$ cat config.mk
export PLATFORM = sky130hd
export DESIGN_NAME = mem_if_arbiter
export DESIGN_NICKNAME = d
export VERILOG_FILES = /design/src/rtl/mem_if_arbiter.sv
export SDC_FILE = /design/constraint.sdc
export NUM_CORES = 1
export LEC_CHECK = 0
export CAP_MARGIN = 10
export CORE_AREA = 2 2 268 270
export CTS_CLUSTER_DIAMETER = 200
export DETAILED_ROUTE_END_ITERATION = 8
export DIE_AREA = 0 0 270 272
export HOLD_SLACK_MARGIN = 0.02
export PLACE_DENSITY = 0.54
export REMOVE_ABC_BUFFERS = 1
export SKIP_CTS_REPAIR_TIMING = 1
export SLEW_MARGIN = 20
export SYNTH_ARGS = -nofsm -noshare
export SYNTH_HDL_FRONTEND = slang
export SYNTH_SLANG_ARGS = --single-unit
$ cat constraint.sdc
create_clock -name Clk_400 -period 3.15 [get_ports Clk_400]
set_input_delay 0.63 -clock Clk_400 [delete_from_list [all_inputs] [get_ports Clk_400]]
set_output_delay 0.63 -clock Clk_400 [all_outputs]
set_load 0.02 [all_outputs]
$ cat src/rtl/mem_if_arbiter.sv
// Round-robin command arbiter sharing one mem_if bridge between requesters,
// with an in-order tag FIFO that steers returned read data back to its issuer.
module mem_if_arbiter #(
    parameter int NUM_REQ          = 4,
    parameter int DATA_WIDTH       = 64,
    parameter int ADDR_WIDTH       = 26,
    parameter int BYTEEN_WIDTH     = 8,
    parameter int BURSTCOUNT_WIDTH = 7,
    parameter int TAG_DEPTH        = 16,
    parameter int RD_LATENCY       = 2
) (
    input  logic                                  Clk_400,
    input  logic                                  SoftReset,
    input  logic [NUM_REQ-1:0]                    req_write,
    input  logic [NUM_REQ-1:0]                    req_read,
    input  logic [NUM_REQ*ADDR_WIDTH-1:0]         req_address,
    input  logic [NUM_REQ*DATA_WIDTH-1:0]         req_writedata,
    input  logic [NUM_REQ*BYTEEN_WIDTH-1:0]       req_byteenable,
    input  logic [NUM_REQ*BURSTCOUNT_WIDTH-1:0]   req_burstcount,
    input  logic [NUM_REQ*3-1:0]                  req_readdata_sel,
    output logic [NUM_REQ-1:0]                    req_grant,
    output logic [NUM_REQ-1:0]                    rsp_valid,
    output logic [DATA_WIDTH-1:0]                 rsp_data,
    output logic                                  write,
    output logic                                  read,
    output logic [ADDR_WIDTH-1:0]                 address,
    output logic [DATA_WIDTH-1:0]                 writedata,
    output logic [BYTEEN_WIDTH-1:0]               byteenable,
    output logic [BURSTCOUNT_WIDTH-1:0]           burstcount,
    output logic [2:0]                            readdata_sel,
    input  logic                                  cmd_fifo_full,
    input  logic                                  ddr_data_ready,
    output logic                                  read_ddr_data,
    input  logic [DATA_WIDTH-1:0]                 readdata,
    output logic [$clog2(TAG_DEPTH):0]            rd_outstanding,
    output logic                                  rsp_orphan
);

    localparam int IDW = $clog2(NUM_REQ);
    localparam int AW  = $clog2(TAG_DEPTH);
    localparam int CW  = AW + 1;

    logic [IDW-1:0]     ptr;
    logic [IDW-1:0]     sel;
    logic [IDW-1:0]     cmd_id;
    logic               found;
    logic               accept;
    logic               can_load;
    logic               load;
    logic               sel_write;
    logic               rd_ok;
    logic [CW:0]        in_flight;
    logic [NUM_REQ-1:0] eligible;

    logic [IDW-1:0]     tag_mem [TAG_DEPTH];
    logic [AW-1:0]      wptr;
    logic [AW-1:0]      rptr;
    logic               push;
    logic               pop;
    logic               orphan_ev;

    logic [RD_LATENCY-1:0] pipe_v;
    logic [IDW-1:0]        pipe_id [RD_LATENCY];

    assign accept   = (write | read) & ~cmd_fifo_full;
    assign can_load = ~(write | read) | accept;

    // A read parked in the command register already owns a tag slot.
    assign in_flight = {1'b0, rd_outstanding} + (CW+1)'(read);
    assign rd_ok     = in_flight < (CW+1)'(TAG_DEPTH);
    assign eligible  = req_write | (req_read & {NUM_REQ{rd_ok}});

    always_comb begin
        found = 1'b0;
        sel   = ptr;
        for (int k = 1; k <= NUM_REQ; k++) begin
            logic [IDW-1:0] j;
            j = IDW'((int'(ptr) + k) % NUM_REQ);
            if (!found && eligible[j]) begin
                found = 1'b1;
                sel   = j;
            end
        end
    end

    assign load      = can_load & found & ~SoftReset;
    assign sel_write = req_write[sel];
    assign req_grant = load ? (NUM_REQ'(1) << sel) : '0;

    always_ff @(posedge Clk_400) begin
        if (SoftReset) begin
            write        <= 1'b0;
            read         <= 1'b0;
            address      <= '0;
            writedata    <= '0;
            byteenable   <= '0;
            burstcount   <= '0;
            readdata_sel <= '0;
            cmd_id       <= '0;
            ptr          <= IDW'(NUM_REQ-1);
        end else if (load) begin
            write        <= sel_write;
            read         <= ~sel_write;
            address      <= req_address[sel*ADDR_WIDTH +: ADDR_WIDTH];
            writedata    <= req_writedata[sel*DATA_WIDTH +: DATA_WIDTH];
            byteenable   <= req_byteenable[sel*BYTEEN_WIDTH +: BYTEEN_WIDTH];
            burstcount   <= req_burstcount[sel*BURSTCOUNT_WIDTH +: BURSTCOUNT_WIDTH];
            readdata_sel <= req_readdata_sel[sel*3 +: 3];
            cmd_id       <= sel;
            ptr          <= sel;
        end else if (accept) begin
            write <= 1'b0;
            read  <= 1'b0;
        end
    end

    // Tags enter only when mem_if actually takes the read.
    assign push          = read & ~cmd_fifo_full;
    assign read_ddr_data = ddr_data_ready & ~SoftReset;
    assign pop           = ddr_data_ready & (rd_outstanding != '0);
    assign orphan_ev     = ddr_data_ready & (rd_outstanding == '0);

    always_ff @(posedge Clk_400) begin
        if (push) begin
            tag_mem[wptr] <= cmd_id;
        end
    end

    always_ff @(posedge Clk_400) begin
        if (SoftReset) begin
            wptr           <= '0;
            rptr           <= '0;
            rd_outstanding <= '0;
            rsp_orphan     <= 1'b0;
        end else begin
            if (push) begin
                wptr <= wptr + AW'(1);
            end
            if (pop) begin
                rptr <= rptr + AW'(1);
            end
            if (push && !pop) begin
                rd_outstanding <= rd_outstanding + CW'(1);
            end else if (pop && !push) begin
                rd_outstanding <= rd_outstanding - CW'(1);
            end
            if (orphan_ev) begin
                rsp_orphan <= 1'b1;
            end
        end
    end

    always_ff @(posedge Clk_400) begin
        if (SoftReset) begin
            pipe_v    <= '0;
            rsp_valid <= '0;
            rsp_data  <= '0;
            for (int k = 0; k < RD_LATENCY; k++) begin
                pipe_id[k] <= '0;
            end
        end else begin
            pipe_v[0]  <= pop;
            pipe_id[0] <= tag_mem[rptr];
            for (int k = 1; k < RD_LATENCY; k++) begin
                pipe_v[k]  <= pipe_v[k-1];
                pipe_id[k] <= pipe_id[k-1];
            end
            if (pipe_v[RD_LATENCY-1]) begin
                rsp_valid <= NUM_REQ'(1) << pipe_id[RD_LATENCY-1];
                rsp_data  <= readdata;
            end else begin
                rsp_valid <= '0;
            end
        end
    end

endmodule

# --- Word level (Yosys, flattened, before mapping) ---
# Memories as Yosys holds them, arrays and structs flattened. A register that Yosys moved wholly into a read port is not among the register bits.
# Index checks and enable logic that the tools add are counted.
word_totals:
  register_bits: 198
  ramBits: 36
  input_bits: 508
  out_inout_bits: 189
  memories: 2
mem_list:
  columns: ["memory", "words", "word_bits", "rd", "rd_clocked_by_memory_dff", "wr", "line", "text"]
  rows:
  - ["tag_mem", 16, 2, 1, 1, 1, "55", "logic [IDW-1:0] tag_mem [TAG_DEPTH];"]
  - ["pipe_id", 2, 2, 2, 0, 2, "63", "logic [IDW-1:0] pipe_id [RD_LATENCY];"]
classes:
  addsub: 9
  n_mul: 3
  order_cmp: 6
  shift: 7
  n_mux: 33
  n_bitwise: 18
  reduce_logical: 15
ops:
  columns: ["cell", "n"]
  rows:
  - ["256-bit by 9-bit indexed part select with 64-bit output", 1]
  - ["104-bit by 8-bit indexed part select with 26-bit output", 1]
  - ["32-bit by 6-bit indexed part select with 8-bit output", 1]
  - ["28-bit by 6-bit indexed part select with 7-bit output", 1]
  - ["1-bit 2-to-1 mux", 17]
  - ["2-bit by 3-bit < comparator with 1-bit output, second input constant", 5]
  - ["2-bit 2-to-1 mux", 6]
  - ["4-bit 2-to-1 mux", 3]
  - ["12-bit by 5-bit indexed part select with 3-bit output", 1]
  - ["1-bit binary-select mux with 2-bit select", 5]
  - ["5-bit 2-to-1 mux", 2]
  - ["4-bit by 1-bit adder with 4-bit output, second input constant", 2]
  - ["1-bit by 2-bit << shifter with 4-bit output, first input constant", 2]
  - ["1-bit bitwise AND", 7]
  - ["5-bit by 1-bit adder with 6-bit output", 1]
  - ["6-bit by 5-bit < comparator with 1-bit output, second input constant", 1]
  - ["2-bit by 4-bit multiplier with 6-bit output, second input constant", 1]
  - ["5-bit by 1-bit adder with 5-bit output, second input constant", 1]
  - ["1-bit logical AND", 5]
  - ["1-bit logical NOT", 5]
  - ["5-bit logical NOT", 1]
  - ["2-bit by 3-bit multiplier with 5-bit output, second input constant", 1]
  - ["1-bit inverter", 5]
  - ["5-bit nonzero test", 1]
  - ["9 further kinds", 15]

# --- Logic depth before layout (Yosys ltp) ---
depth:
  depth_word: 20
  ltp_mapped: 13
  depth_no_buf: 13

# --- Worst setup path after synthesis ---
# No wires, ideal clock.
synth_timing:
  path_kind: "register -> output"
  start: "register rd_outstanding[0]"
  end: "output req_grant[1]"
  arrival_time_ns: 2.281
  required_time_ns: 2.520
  path_slack_ns: 0.239
  stages_incl_launch_ff: 9
  n_path_buf: 2
  path_cell_list: "dfxtp_1 -> and3_4 -> a21oi_2 -> or3_4 -> nand4_1 -> buf_2 -> nand3_4 -> buf_6 -> nor2_1"
synth_via:
  elab_chain_len: 19
synth_lines:
  columns: ["item", "line", "text"]
  rows:
  - ["start: declaration", "35", "output logic [$clog2(TAG_DEPTH):0] rd_outstanding,"]
  - ["start signal: assignment", "143", "rd_outstanding <= rd_outstanding + CW'(1);"]
  - ["start signal: assignment", "145", "rd_outstanding <= rd_outstanding - CW'(1);"]
  - ["5-bit by 1-bit adder with 6-bit output (*)", "69", "assign in_flight = {1'b0, rd_outstanding} + (CW+1)'(read);"]
  - ["6-bit by 5-bit < comparator with 1-bit output (*)", "70", "assign rd_ok = in_flight < (CW+1)'(TAG_DEPTH);"]
  - ["4-bit bitwise AND (*)", "71", "assign eligible = req_write | (req_read & {NUM_REQ{rd_ok}});"]
  - ["4-bit bitwise OR (*)", "71", null]
  - ["1-bit binary-select mux with 2-bit select", "79", "if (!found && eligible[j]) begin"]
  - ["1-bit 2-to-1 mux (implied by the code)", "79", null]
  - ["1-bit 2-to-1 mux", "79", null]
  - ["1-bit logical NOT", "79", null]
  - ["[2 not listed]", null, null]
  - ["1-bit logical NOT", "79", null]
  - ["1-bit logical AND", "79", null]
  - ["1-bit 2-to-1 mux", "79", null]
  - ["1-bit logical NOT", "79", null]
  - ["1-bit logical AND", "79", null]
  - ["1-bit 2-to-1 mux", "79", null]
  - ["1-bit bitwise AND (2 in series)", "86", "assign load = can_load & found & ~SoftReset;"]
  - ["4-bit 2-to-1 mux (*)", "88", "assign req_grant = load ? (NUM_REQ'(1) << sel) : '0;"]
  - ["end: declaration", "21", "output logic [NUM_REQ-1:0] req_grant,"]
# Mark *: on every way between the ends. The rest lies on a longest branch, timed or not. The select of a mux whose other input is x is not followed.

# --- Final worst setup path ---
layout_timing:
  start: "input req_read[3]"
  end: "output req_grant[3]"
layout_via:
  elab_chain_len: 17
layout_lines:
  columns: ["item", "line", "text"]
  rows:
  - ["start: declaration", "15", "input logic [NUM_REQ-1:0] req_read,"]
  - ["4-bit bitwise AND (*)", "71", null]
  - ["4-bit bitwise OR (*)", "71", null]
  - ["1-bit binary-select mux with 2-bit select", "79", null]
  - ["1-bit 2-to-1 mux (implied by the code)", "79", null]
  - ["1-bit 2-to-1 mux", "79", null]
  - ["1-bit logical NOT", "79", null]
  - ["1-bit logical AND", "79", null]
  - ["1-bit 2-to-1 mux", "79", null]
  - ["1-bit logical NOT", "79", null]
  - ["1-bit logical AND", "79", null]
  - ["1-bit 2-to-1 mux", "79", null]
  - ["1-bit logical NOT", "79", null]
  - ["1-bit logical AND", "79", null]
  - ["1-bit 2-to-1 mux", "79", null]
  - ["1-bit bitwise AND (2 in series)", "86", null]
  - ["4-bit 2-to-1 mux (*)", "88", null]
# Marked as above.

==> summary.md <==
| Metric | Value |
|---|---|
| Worst VDD drop | `0.437 mV` |
| Clock sink count | `238` |
| # rows | `98` |
| Share of layout cells above drive strength 1 | `0.130` |
| Flops & latches, synth | `238` |
| Layout fillers | `7,270` |
| H-tree Lvls | `1` |
| CTS Buf Count | `31` |
| Commonest cells post-synth | `mux2i_1, dfxtp_1, nor2_1, nand2_1, nand3_1` |
| Area Growth Syn to Fin | `78.9%` |
| Root buffer cell | `clkbuf_16` |
| Warnings, synthesis | `0` |
| Final Wtd Congestion | `0.906` |
| TritonCTS clock tree | `built` |
| First-iteration detailed-routing DRC count | `477` |
| Max Cap Viol | `0` |
| Worst reg-to-reg setup slack | `230 ps` |
| Drt pass-1 iters | `5` |
| Reg2reg start | `rd_outstanding[1]$_SDFFE_PP0P_` |
| RR Endpoint | `rd_outstanding[4]$_SDFFE_PP0P_` |
| HP Start | `pipe_v[0]$_SDFF_PP0_` |
| Pwr per Cell Area | `788 nW/um2` |
| Fin. Hold Viols | `0` |
| CP required | `2520 ps` |
| Die X | `270 um` |
| Slew headroom | `0.508` |
| Dpl ws | `-514 ps` |
| Vias in the first global route | `12,300` |
| Ranking of synthesized cells by area | `dfxtp_1, mux2i_1, o221ai_2` |
| Pin count of the biggest net entering global routing | `81` |
| Avg Inst Size Synth | `10.5 um2` |
| Initial Util | `0.168` |
| Worst skew pair latency | `600 ps` |
| CP Capture Type | `primary output` |
| Crit Path Category | `in -> out` |
| GR Overflow Total | `0` |
| Slew Viols, Final | `0` |
| DP HPWL | `42.5 mm` |
| Top Ports | `697` |
| WL final | `54.8 mm` |
| Post-Syn Instances | `1,136` |
| Worst Setup Slack, final | `77.2 ps` |
| CTS clock-pin slew for the worst setup and hold paths | `60 ps` |
| Final critical-path share of the clock period | `0.976` |
| All-Layer GR Usage | `0.139` |
| Via density | `4.22` |
| Yosys cell types | `53` |
| FMAX | `325 MHz` |
| Startpoint Class | `input pin` |
| Vias | `11,900` |
| Synth Flop Type | `dfxtp_1` |
| Netlist Area Pre-Place | `11,900 um2` |
| Hold Path Depth | `1` |
| Clock skew | `14.2 ps` |
| Global-route wire length before repair | `78.9 mm` |
| Die Height | `272 um` |
| Post-synth top area cell | `dfxtp_1` |
| Total Nets Final | `2,350` |
| Leakage power | `7.66 nW` |
| Clock tree buffer depth | `3` |
| Number of synthesized flops with an enable pin | `32` |
| Worst Hold End | `pipe_v[1]$_SDFF_PP0_` |
| R2R depth | `13` |
| Outcome | `finished, final reports clean` |
| PortBufs | `696` |
| Yosys top cell area share | `0.346` |
| WL/cell | `19.5 um` |
| Asr flop ratio synth | `0` |
| Core Region | `70,800 um2` |
| Setup violators final | `0` |
| Worst-Margin Slew | `719 ps` |
| Initial antenna violation count | `4` |
| Power, Total | `16.8 mW` |
| Count leader, synth | `mux2i_1` |
| Minimum clock period | `3070 ps` |
| Remaining antenna violation count | `0` |
| Seq/Total Area, Yosys | `0.427` |
| Arrival time worst endpoint | `2440 ps` |
| Drt drc | `0` |
| Worst hold path type | `reg -> reg` |
| Setup TNS | `0 ps` |
| Die area | `73,400 um2` |
| CP Max Fanout | `4` |
## cell type report
class | count | area (um2) | share of cell area
inverters | 8 | 30.0 | 0.00141
flip-flops and latches | 238 | 5100 | 0.239
repair buffers | 763 | 7630 | 0.358
clock buffers | 36 | 816 | 0.0383
well taps | 950 | 1190 | 0.0558
diodes | 2 | 5.00 | 0.000235
clock inverters | 22 | 174 | 0.00816
multi-input cells | 790 | 6370 | 0.299
## power by group
part | leakage [nW] | total [mW] | switching (mW) | internal, mW
combinational | 5.19 | 8.71 | 4.62 | 4.09
sequential | 1.99 | 4.60 | 0.619 | 3.98
clock | 0.486 | 3.49 | 1.47 | 2.02
## metrics by stage
step,hold WS (ps),cells,util,area [um2]
5_1_grt,433,2809,0.301,21300
3_5_place_dp,427,2745,0.286,20200
6_report,432,2809,0.301,21300
2_1_floorplan,414,1036,-,11400
3_3_place_gp,424,2744,0.286,20200
4_1_cts,439,2803,0.300,21200
## registers in the layout, indices dropped and copies added (netlist names), named ones only
| register | count |
|---|---|
| rsp_orphan | 1 |
| ptr | 2 |
| rsp_data | 64 |
| read | 1 |
| write | 1 |
| tag_mem | 32 |
| rptr | 4 |
| byteenable | 8 |
| pipe_v | 2 |
| cmd_id | 2 |
| burstcount | 7 |
| readdata_sel | 3 |
| rd_outstanding | 5 |
| wptr | 4 |
| rsp_valid | 4 |
| writedata | 64 |
| address | 26 |
| pipe_id | 4 |
## cells in the final DEF, fill, tap and decap left out, types with 3 or more instances in the layout
master | synthesis | final
a21o_1 | 4 | 4
clkbuf_1 | 37 | 4
a32oi_1 | 28 | 28
clkdlybuf4s50_1 | 0 | 687
edfxtp_1 | 32 | 32
clkinv_1 | 0 | 10
mux2i_1 | 225 | 225
a21oi_2 | 2 | 3
a21oi_1 | 15 | 13
nand2_1 | 96 | 93
xor2_1 | 7 | 7
dfxtp_2 | 0 | 3
clkinv_2 | 0 | 5
o221ai_2 | 78 | 78
o21ai_0 | 30 | 30
clkbuf_16 | 0 | 32
ha_1 | 9 | 9
nand4_1 | 4 | 4
nand3_1 | 88 | 88
buf_4 | 3 | 55
dlymetal6s2s_1 | 0 | 4
dfxtp_1 | 206 | 199
dfxtp_4 | 0 | 4
nor2_2 | 0 | 4
a211o_1 | 31 | 31
nor3_1 | 6 | 6
o21ai_2 | 1 | 3
buf_12 | 0 | 13
inv_1 | 8 | 7
nand2b_1 | 4 | 4
nor2_1 | 103 | 99
xnor2_1 | 3 | 3
mux4_2 | 10 | 10
nor2b_1 | 10 | 9
## routing by layer
layer / global-route usage / routed length [um] / share of wire
met5: 0 / 0 / 0
met4: 0.0368 / 1170 / 0.021
met3: 0.0360 / 4150 / 0.076
met2: 0.253 / 27900 / 0.51
met1: 0.160 / 21600 / 0.39
## cell families (layout without fill, tap and decap cells)
kind of cell	after synthesis	after routing	synth area share
compound gates	203	203	0.176
buf+inv	108	829	0.0453
fa+ha+maj	10	10	0.0111
xor+xnor	10	10	0.00735
mux	235	235	0.208
simple gates	332	332	0.126
flops	238	238	0.427
other cells	0	2	0
## critical path, cell delays in order
cell	delay (ps)
clkdlybuf4s50_1	500
nor2b_4	160
o21ai_2	80
a211o_1	310
nand4_1	220
nand3_4	110
buf_4	170
nor2_2	80
buf_4	160
## how the worst max path moves through the flow
| stage | startpoint | to |
|---|---|---|
| floorplan | req_read[1] | req_grant[0] |
| global placement | req_read[1] | req_grant[1] |
| detailed placement | req_read[1] | req_grant[1] |
| CTS | rd_outstanding[2]$_SDFFE_PP0P_ | req_grant[1] |
| global route | req_read[3] | req_grant[3] |
| finish | req_read[3] | req_grant[3] |
(Power assumes the default switching activity.)
